**src/rtl/param_sync_fifo_if.sv**
```systemverilog
// Bus bundle for param_sync_fifo: write port, read port, flush and status.
//
// Handshake: a write is taken on a rising clock edge when wr_en_i is high and
// the FIFO is not full, or is full but a read is taken on the same edge. A
// read (pop) is taken when rd_en_i is high and the FIFO is not empty. There
// is no back-pressure wait. A request that cannot be taken is dropped and
// reported one cycle later on overflow_o / underflow_o. flush_i empties the
// FIFO and cancels any write or read requested in the same cycle.
interface param_sync_fifo_if #(
  parameter int DATA_WIDTH = 12,
  parameter int DEPTH      = 16
);
  localparam int PTR_WIDTH = $clog2(DEPTH);

  logic                  wr_en_i;
  logic [DATA_WIDTH-1:0] wdata_i;
  logic                  rd_en_i;
  logic                  flush_i;
  logic [DATA_WIDTH-1:0] rdata_o;
  logic                  rvalid_o;
  logic                  full_o;
  logic                  empty_o;
  logic                  almost_full_o;
  logic                  almost_empty_o;
  logic [PTR_WIDTH:0]    count_o;
  logic                  overflow_o;
  logic                  underflow_o;

  modport master (
    output wr_en_i, wdata_i, rd_en_i, flush_i,
    input  rdata_o, rvalid_o, full_o, empty_o, almost_full_o, almost_empty_o,
    input  count_o, overflow_o, underflow_o
  );

  modport slave (
    input  wr_en_i, wdata_i, rd_en_i, flush_i,
    output rdata_o, rvalid_o, full_o, empty_o, almost_full_o, almost_empty_o,
    output count_o, overflow_o, underflow_o
  );
endinterface

```
**src/rtl/param_sync_fifo.sv**
```systemverilog
// Single-clock parameterised FIFO with wrap-bit pointers, threshold flags,
// error pulses and a choice of registered or first-word-fall-through read.
// The interface instance must use the same DATA_WIDTH and DEPTH.
module param_sync_fifo #(
  parameter int DEPTH      = 16,
  parameter int DATA_WIDTH = 12,
  parameter int AF_LEVEL   = DEPTH - 2,
  parameter int AE_LEVEL   = 2,
  parameter int FWFT       = 0,
  localparam int PTR_WIDTH = $clog2(DEPTH)
) (
  input  logic           clk_i,
  input  logic           rst_i,
  param_sync_fifo_if.slave bus
);
  localparam int CW = PTR_WIDTH + 1;
  localparam logic [PTR_WIDTH:0] AF_LVL = CW'(AF_LEVEL);
  localparam logic [PTR_WIDTH:0] AE_LVL = CW'(AE_LEVEL);

  logic [DATA_WIDTH-1:0] mem [DEPTH];

  logic [PTR_WIDTH:0]   wr_ptr_q, wr_ptr_d;
  logic [PTR_WIDTH:0]   rd_ptr_q, rd_ptr_d;
  logic                 overflow_q, overflow_d;
  logic                 underflow_q, underflow_d;
  logic [PTR_WIDTH:0]   count;
  logic                 full;
  logic                 empty;
  logic                 rd_acc;
  logic                 wr_acc;
  logic [PTR_WIDTH-1:0] wr_addr;
  logic [PTR_WIDTH-1:0] rd_addr;

  // Status derived only from pointer flops; the MSB is the wrap bit.
  assign wr_addr = wr_ptr_q[PTR_WIDTH-1:0];
  assign rd_addr = rd_ptr_q[PTR_WIDTH-1:0];
  assign count   = wr_ptr_q - rd_ptr_q;
  assign empty   = (wr_ptr_q == rd_ptr_q);
  assign full    = (wr_addr == rd_addr) && (wr_ptr_q[PTR_WIDTH] != rd_ptr_q[PTR_WIDTH]);

  assign bus.count_o        = count;
  assign bus.empty_o        = empty;
  assign bus.full_o         = full;
  assign bus.almost_full_o  = (count >= AF_LVL);
  assign bus.almost_empty_o = (count <= AE_LVL);
  assign bus.overflow_o     = overflow_q;
  assign bus.underflow_o    = underflow_q;

  // Accept/reject decisions and next pointer values; flush wins over requests.
  always_comb begin
    wr_ptr_d    = wr_ptr_q;
    rd_ptr_d    = rd_ptr_q;
    rd_acc      = bus.rd_en_i && !empty && !bus.flush_i;
    wr_acc      = bus.wr_en_i && (!full || rd_acc) && !bus.flush_i;
    overflow_d  = bus.wr_en_i && full && !rd_acc && !bus.flush_i;
    underflow_d = bus.rd_en_i && empty && !bus.flush_i;
    if (bus.flush_i) begin
      wr_ptr_d = '0;
      rd_ptr_d = '0;
    end else begin
      if (wr_acc) wr_ptr_d = wr_ptr_q + 1'b1;
      if (rd_acc) rd_ptr_d = rd_ptr_q + 1'b1;
    end
  end

  // Pointer and error-pulse registers.
  always_ff @(posedge clk_i) begin
    if (rst_i) begin
      wr_ptr_q    <= '0;
      rd_ptr_q    <= '0;
      overflow_q  <= 1'b0;
      underflow_q <= 1'b0;
    end else begin
      wr_ptr_q    <= wr_ptr_d;
      rd_ptr_q    <= rd_ptr_d;
      overflow_q  <= overflow_d;
      underflow_q <= underflow_d;
    end
  end

  // Storage array; never reset, pointers alone define what is valid.
  always_ff @(posedge clk_i) begin
    if (!rst_i && wr_acc) mem[wr_addr] <= bus.wdata_i;
  end

  if (FWFT != 0) begin : g_fwft
    // Head entry is shown whenever the FIFO holds data; a read retires it.
    assign bus.rdata_o  = empty ? '0 : mem[rd_addr];
    assign bus.rvalid_o = !empty;
  end else begin : g_reg
    logic [DATA_WIDTH-1:0] rdata_q, rdata_d;
    logic                  rvalid_q, rvalid_d;

    // Popped entry lands in the output register; otherwise hold.
    always_comb begin
      rdata_d  = rdata_q;
      rvalid_d = rd_acc;
      if (rd_acc) rdata_d = mem[rd_addr];
    end

    // Read data register with one-cycle valid pulse.
    always_ff @(posedge clk_i) begin
      if (rst_i) begin
        rdata_q  <= '0;
        rvalid_q <= 1'b0;
      end else begin
        rdata_q  <= rdata_d;
        rvalid_q <= rvalid_d;
      end
    end

    assign bus.rdata_o  = rdata_q;
    assign bus.rvalid_o = rvalid_q;
  end
endmodule

```
**src/flat_wrapper.sv**
```systemverilog
// flat-port wrapper written by rule: the top's interface ports become plain ports
module param_sync_fifo_flat 
#(
  parameter int DEPTH      = 16,
  parameter int DATA_WIDTH = 12,
  parameter int AF_LEVEL   = DEPTH - 2,
  parameter int AE_LEVEL   = 2,
  parameter int FWFT       = 0,
  localparam int PTR_WIDTH = $clog2(DEPTH)
)
  (clk_i, rst_i, bus_wr_en_i, bus_wdata_i, bus_rd_en_i, bus_flush_i, bus_rdata_o, bus_rvalid_o, bus_full_o, bus_empty_o, bus_almost_full_o, bus_almost_empty_o, bus_count_o, bus_overflow_o, bus_underflow_o);
  param_sync_fifo_if #(.DATA_WIDTH(DATA_WIDTH), .DEPTH(DEPTH)) bus_i ();
  input  logic clk_i;
  input  logic rst_i;
  input wire logic [$bits(bus_i.wr_en_i)-1:0] bus_wr_en_i;
  input wire logic [$bits(bus_i.wdata_i)-1:0] bus_wdata_i;
  input wire logic [$bits(bus_i.rd_en_i)-1:0] bus_rd_en_i;
  input wire logic [$bits(bus_i.flush_i)-1:0] bus_flush_i;
  output wire logic [$bits(bus_i.rdata_o)-1:0] bus_rdata_o;
  output wire logic [$bits(bus_i.rvalid_o)-1:0] bus_rvalid_o;
  output wire logic [$bits(bus_i.full_o)-1:0] bus_full_o;
  output wire logic [$bits(bus_i.empty_o)-1:0] bus_empty_o;
  output wire logic [$bits(bus_i.almost_full_o)-1:0] bus_almost_full_o;
  output wire logic [$bits(bus_i.almost_empty_o)-1:0] bus_almost_empty_o;
  output wire logic [$bits(bus_i.count_o)-1:0] bus_count_o;
  output wire logic [$bits(bus_i.overflow_o)-1:0] bus_overflow_o;
  output wire logic [$bits(bus_i.underflow_o)-1:0] bus_underflow_o;
  assign bus_i.wr_en_i = bus_wr_en_i;
  assign bus_i.wdata_i = bus_wdata_i;
  assign bus_i.rd_en_i = bus_rd_en_i;
  assign bus_i.flush_i = bus_flush_i;
  assign bus_rdata_o = bus_i.rdata_o;
  assign bus_rvalid_o = bus_i.rvalid_o;
  assign bus_full_o = bus_i.full_o;
  assign bus_empty_o = bus_i.empty_o;
  assign bus_almost_full_o = bus_i.almost_full_o;
  assign bus_almost_empty_o = bus_i.almost_empty_o;
  assign bus_count_o = bus_i.count_o;
  assign bus_overflow_o = bus_i.overflow_o;
  assign bus_underflow_o = bus_i.underflow_o;
  param_sync_fifo #(.DEPTH(DEPTH), .DATA_WIDTH(DATA_WIDTH), .AF_LEVEL(AF_LEVEL), .AE_LEVEL(AE_LEVEL), .FWFT(FWFT)) u_core (.clk_i(clk_i), .rst_i(rst_i), .bus(bus_i));
endmodule
```
**config.mk**
```make
export PLATFORM = sky130hd
export DESIGN_NAME = param_sync_fifo_flat
export DESIGN_NICKNAME = d
export VERILOG_FILES = /design/src/rtl/param_sync_fifo_if.sv /design/src/rtl/param_sync_fifo.sv /design/src/flat_wrapper.sv
export SDC_FILE = /design/constraint.sdc
export NUM_CORES = 1
export LEC_CHECK = 0
export CAP_MARGIN = 15
export CORE_MARGIN = 4
export CORE_UTILIZATION = 55
export CTS_CLUSTER_SIZE = 8
export DETAILED_ROUTE_END_ITERATION = 12
export PLACE_DENSITY_LB_ADDON = 0.1
export SETUP_SLACK_MARGIN = 0.05
export SYNTH_ARGS = -nofsm -noshare
export SYNTH_HDL_FRONTEND = slang
export SYNTH_SLANG_ARGS = --single-unit
```
**constraint.sdc**
```tcl
create_clock -name clk_i -period 5.6 [get_ports clk_i]
set_clock_uncertainty 0.1 [all_clocks]
set_input_delay 1.12 -clock clk_i [delete_from_list [all_inputs] [get_ports clk_i]]
set_output_delay 1.12 -clock clk_i [all_outputs]
set_load 0.05 [all_outputs]
```
Word level (Yosys, flattened, before mapping)
Memories as Yosys holds them, arrays and structs flattened. A register that Yosys moved wholly into a read port is not among the register bits.
Cells that the tools add are included.
{ "totals": {"word_cells": 34, "regBits": 13, "ram_bits": 192, "n_memories": 1, "output_inout_bits": 24, "in_bits": 17} }
{ "memory_table": {"columns": ["memory", "words", "word_bits", "rd", "rd_clocked_by_memory_dff", "write_ports", "line", "source"], "rows": [
  ["u_core.mem", 16, 12, 1, 1, 1, "param_sync_fifo.sv:20", "logic [DATA_WIDTH-1:0] mem [DEPTH];"]
]} }
{ "classes": {"n_eq_ne": 3, "reduce_logical": 18, "n_addsub": 3, "magnitude_cmp": 2, "n_mux": 2} }
{ "op_table": {"columns": ["cell", "count"], "rows": [
  ["$logic_and 1x1->1", 11],
  ["$add 5x1->5 const B", 2],
  ["$eq 5x5->1", 1],
  ["$ge 5x4->1 const B", 1],
  ["$le 5x2->1 const B", 1],
  ["$logic_not 1->1", 5],
  ["$sub 5x5->5", 1],
  ["$eq 4x4->1", 1],
  ["$mux 1", 2],
  ["$reduce_or 2->1", 1],
  ["$logic_or 1x1->1", 1],
  ["$ne 1x1->1", 1]
]} }

Longest topological paths before layout
{ "depth": {"ltp_word": 10, "ltp_mapped": 12, "depth_no_buf": 8} }

Worst setup path before layout
Ideal clock, no wire load.
{ "synth_timing": {"kind": "reg2out", "from": "register u_core.rd_ptr_q[1]", "to": "output port bus_almost_empty_o", "path_buffers": 4, "path_slack_ps": 944, "t_required_ps": 4380, "path_stages_with_launch": 11, "t_arrival_ps": 3436, "cell_sequence": "dfxtp_1 > buf_6 > buf_12 > buf_8 > buf_6 > inv_1 > fa_1 > a21o_1 > a21oi_1 > xnor2_1 > a211oi_1"} }
{ "synth_between": {"elab_chain_len": 2} }
{ "synth_lines": {"columns": ["item", "line", "source"], "rows": [
  ["start, declared", "param_sync_fifo.sv:23", "logic [PTR_WIDTH:0] rd_ptr_q, rd_ptr_d;"],
  ["start signal, assigned", "param_sync_fifo.sv:75", "rd_ptr_q <= rd_ptr_d;"],
  ["$sub 5x5->5", "param_sync_fifo.sv:37", "assign count = wr_ptr_q - rd_ptr_q;"],
  ["named net bus_count_o[4]", "flat_wrapper.sv:25", "output wire logic [$bits(bus_i.count_o)-1:0] bus_count_o;"],
  ["$le 5x2->1", "param_sync_fifo.sv:45", "assign bus.almost_empty_o = (count <= AE_LVL);"],
  ["end, declared", "flat_wrapper.sv:24", "output wire logic [$bits(bus_i.almost_empty_o)-1:0] bus_almost_empty_o;"]
]} }
The timed path passes the listed nets, and every way through them passes these cells.

Final worst setup path
{ "layout_timing": {"from": "register u_core.wr_ptr_q[0]", "to": "output port bus_almost_empty_o"} }
{ "layout_between": {"elab_chain_len": 2} }
{ "layout_lines": {"columns": ["item", "line", "source"], "rows": [
  ["start, declared", "param_sync_fifo.sv:22", "logic [PTR_WIDTH:0] wr_ptr_q, wr_ptr_d;"],
  ["start signal, assigned", "param_sync_fifo.sv:74", "wr_ptr_q <= wr_ptr_d;"],
  ["$sub 5x5->5", "param_sync_fifo.sv:37", null],
  ["$le 5x2->1", "param_sync_fifo.sv:45", null]
]} }
No other way between the ends.

==> flow_summary_export.csv <==
group,metric,value,unit
status,status,"finished, final reports clean",
power,leakage,3.233,nW
timing,hold_violations,0,
grt,antenna_found_initial,0,
setup_path,slowest_stage,"clkdlybuf4s50_1",
setup_path,slowest_delay,830,ps
routing,vias,4724,
clock_network,clkTransAtPathRegs,50,ps
timing,max_freq,222.8,MHz
clock_network,cts_hold_buffers,0,
routing,viasPerCell,5.927,
power,ir_worst_vdd,227.2,µV
floorplanning,die_h,134.7,µm
setup_path,end_kind,"output pin",
grt,grt_overflow_total,0,
timing,worst-slew-pin-transition,1130,ps
synthesis,synth_most_common_cell,"edfxtp_1",
synthesis,synth_area_leaders,"edfxtp_1 (65%), mux4_1 (6.8%), mux2i_1 (5.8%), dfxtp_1 (5.7%), nor2_1 (2.0%)",
setup_path,required,4380,ps
synthesis,synth_area,0.008828,mm²
clock_network,cts_tree,"built",
synthesis,synth_top_area_share,65.31,%
timing,setup_ws,1112,ps
setup_path,path_buf_inv,3,
place,dp_hpwl,11440,µm
grt,grt_pass1_vias,4654,
clock_network,cts_buffers,31,
floorplanning,core-area,0.01583,mm²
setup_path,cp_data_arrival_time,3270,ps
synthesis,synth.avg_cell_area,17.55,µm²
timing,slew_viol_final,0,
timing,hold_ws,403.1,ps
synthesis,synth_cell_types,46,
worst_hold_path,whs_endpoint,"u_core.bus.rdata_o[0]",
worst_hold_path,holdPathStages,2,
clock_network,h-tree-depth,1,
routing,dr.first_iter.drc_count,379,
grt,grt_max_degree,54,
synthesis,async_flop_share,0,%
synthesis,synthFlopType,"edfxtp_1",
cells_and_area,area_delta_synth_final,15.80,%
setup_path,path_max_fanout,4,
timing,fin_crit,4488,ps
clock_network,cts_sinks,217,
synthesis,yosys.area.top_type,"edfxtp_1",
clock_network,clk_latency,520,ps
synthesis,ys_warn_count,0,
floorplanning,row_count,46,
timing,layout_worst_path_cycle_share,80.14,%
timing,setup_viol,0,
clock_network,root_buffer,"clkbuf_16",
routing,finalWirelength,18760,µm
setup_path,r2r_cells,6,
clock_network,cts_setup_buffers,0,
timing,tns,0,ps
place,gp_routability_congestion,0.8030,
grt,grt_usage,20.97,%
setup_path,crit_path_cell_trace,"inv_1 -> ha_1 -> inv_1 -> fa_1 -> a21o_1 -> a21oi_1 -> xnor2_1 -> a211oi_1 -> clkdlybuf4s50_1",
routing,first_pass_iters,5,
routing,wl_per_cell,23.54,µm
place,post-place-ws,1572,ps
clock_network,postCtsResizedCells,0,
synthesis,yosys_register_bits,217,
timing,grt_setup_unrepaired,"no",
cells_and_area,layout-drive-gt1-share,10.50,%
setup_path,worstSetupPathType,"reg -> out",
worst_hold_path,worst_hold_startpoint,"u_core.bus.rdata_o[0]",
setup_path,crit-reg2reg-launch,"u_core.rd_ptr_q[3]",
cells_and_area,nNetsFinal,584,
floorplanning,dieArea,0.01814,mm²
run,drv_cap,0,
synthesis,synth.net_count,530,
place,port_buffers,40,
routing,drc_errors,0,
floorplanning,die_w,134.7,µm
timing,slew_headroom,24.36,%
synthesis,syn_inst,503,
worst_hold_path,hold_class,"reg -> reg",
routing,antenna_left,0,
grt,grt_pass1_wl,28350,µm
setup_path,cp_top_family,"buffers and inverters",
setup_path,r2r_slack,2170,ps
floorplanning,design.portCount,41,
power,pwr_density_cell,347.8,mW/mm²
setup_path,startpoint_type,"flip-flop",
floorplanning,initial_core_util,55.78,%
setup_path,r2r_end,"u_core.mem[14][3]",
synthesis,synthTopCellsByCount,"edfxtp_1 (192), mux2i_1 (51), nor2_1 (46)",
cells_and_area,diodes,0,
synthesis,synth-edff-count,192,
setup_path,worst_path_most_repeated_cell,"inv_1",
clock_network,clockBufferDepth,3,
synthesis,seq_area_frac_synth,70.98,%
==> tightest hold or removal path: cells and delay by family, from the launching register on <==
family / cells / cell delay [ps]
AO/OA/AOI/OAI: 1 / 50
flip-flops: 1 / 310
AND/OR/NAND/NOR: 1 / 100
==> report_power, final <==
group | internal (mW) | switching [mW] | total (mW) | leakage [nW]
Clock | 1.03 | 0.627 | 1.66 | 0.416
Combinational | 0.0398 | 0.0845 | 0.124 | 0.887
Sequential | 1.77 | 0.00474 | 1.78 | 1.93
Total | 2.84 | 0.716 | 3.56 | 3.23
==> logic make-up after synthesis <==
group | share of synthesized area (%)
compound gates | 4.379
xor+xnor | 0.9779
fa+ha+maj | 1.502
buf+inv | 2.891
flops | 70.98
mux | 14.41
simple gates | 4.861
==> per-layer routing <==
layer	track usage [%]	share of wire (%)	vias to the layer above	routed length, µm
li1	-	-	2123	-
met1	32.39	46	2368	8648
met2	32.13	46	206	8559
met3	3.353	6.8	27	1268
met4	4.299	1.5	0	286
met5	0	0	-	0
==> area by class of cell <==
type | count | area (µm²)
repair buffers | 47 | 452.9
inverters | 7 | 26.28
clock inverters | 1 | 8.758
multi-input cells | 253 | 2327
fillers | 1110 | 5604
clock buffers | 56 | 869.6
flip-flops and latches | 217 | 6269
well taps | 216 | 270.3
==> layout by cell type (no fill, tap or decap), types with 3 or more instances in the layout <==
cell	count
edfxtp_1	192
mux2i_1	51
nor2_1	46
clkdlybuf4s50_1	40
clkbuf_16	31
clkbuf_1	25
o22ai_1	24
mux4_1	23
dfxtp_1	23
nand2_1	17
mux2_2	12
a311oi_1	12
ha_1	9
inv_1	7
buf_4	7
or3_1	5
nor2b_1	4
o21ai_0	4
xor2_1	4
xnor2_1	4
nor3_2	4
a21oi_1	3
==> metrics by stage <==
step                      cell area, µm²  total power [mW]  instances  util [%]
final                              10220             3.556        797     64.59
after global routing               10220             3.667        797     64.59
after CTS                          10190             3.579        793     64.40
after detailed placement            9315             1.931        736     58.85
after global placement              9315             1.928        736     58.85
after floorplan                     8828             1.868        503         -
==> worst max path at each step <==
| stage | start | to | slack (ps) | cells after the start |
|---|---|---|---|---|
| global route | u_core.wr_ptr_q[0] | bus_almost_empty_o | 890 | 9 |
| global placement | rst_i | u_core.mem[4][8] | 1630 | 5 |
| floorplan | u_core.rd_ptr_q[1] | bus_almost_empty_o | 940 | 10 |
| detailed placement | rst_i | u_core.mem[14][1] | 1570 | 5 |
| CTS | u_core.wr_ptr_q[0] | bus_almost_empty_o | 1090 | 9 |
| finish | u_core.wr_ptr_q[0] | bus_almost_empty_o | 1110 | 9 |
==> registers in the layout, indices dropped and copies added (netlist names) <==
| name | flops |
|---|---|
| u_core.wr_ptr_q | 5 |
| u_core.mem | 192 |
| u_core.bus.rvalid_o | 1 |
| u_core.bus.underflow_o | 1 |
| u_core.rd_ptr_q | 5 |
| u_core.bus.rdata_o | 12 |
| u_core.bus.overflow_o | 1 |
Note: power is estimated with default switching activity, not from simulation.
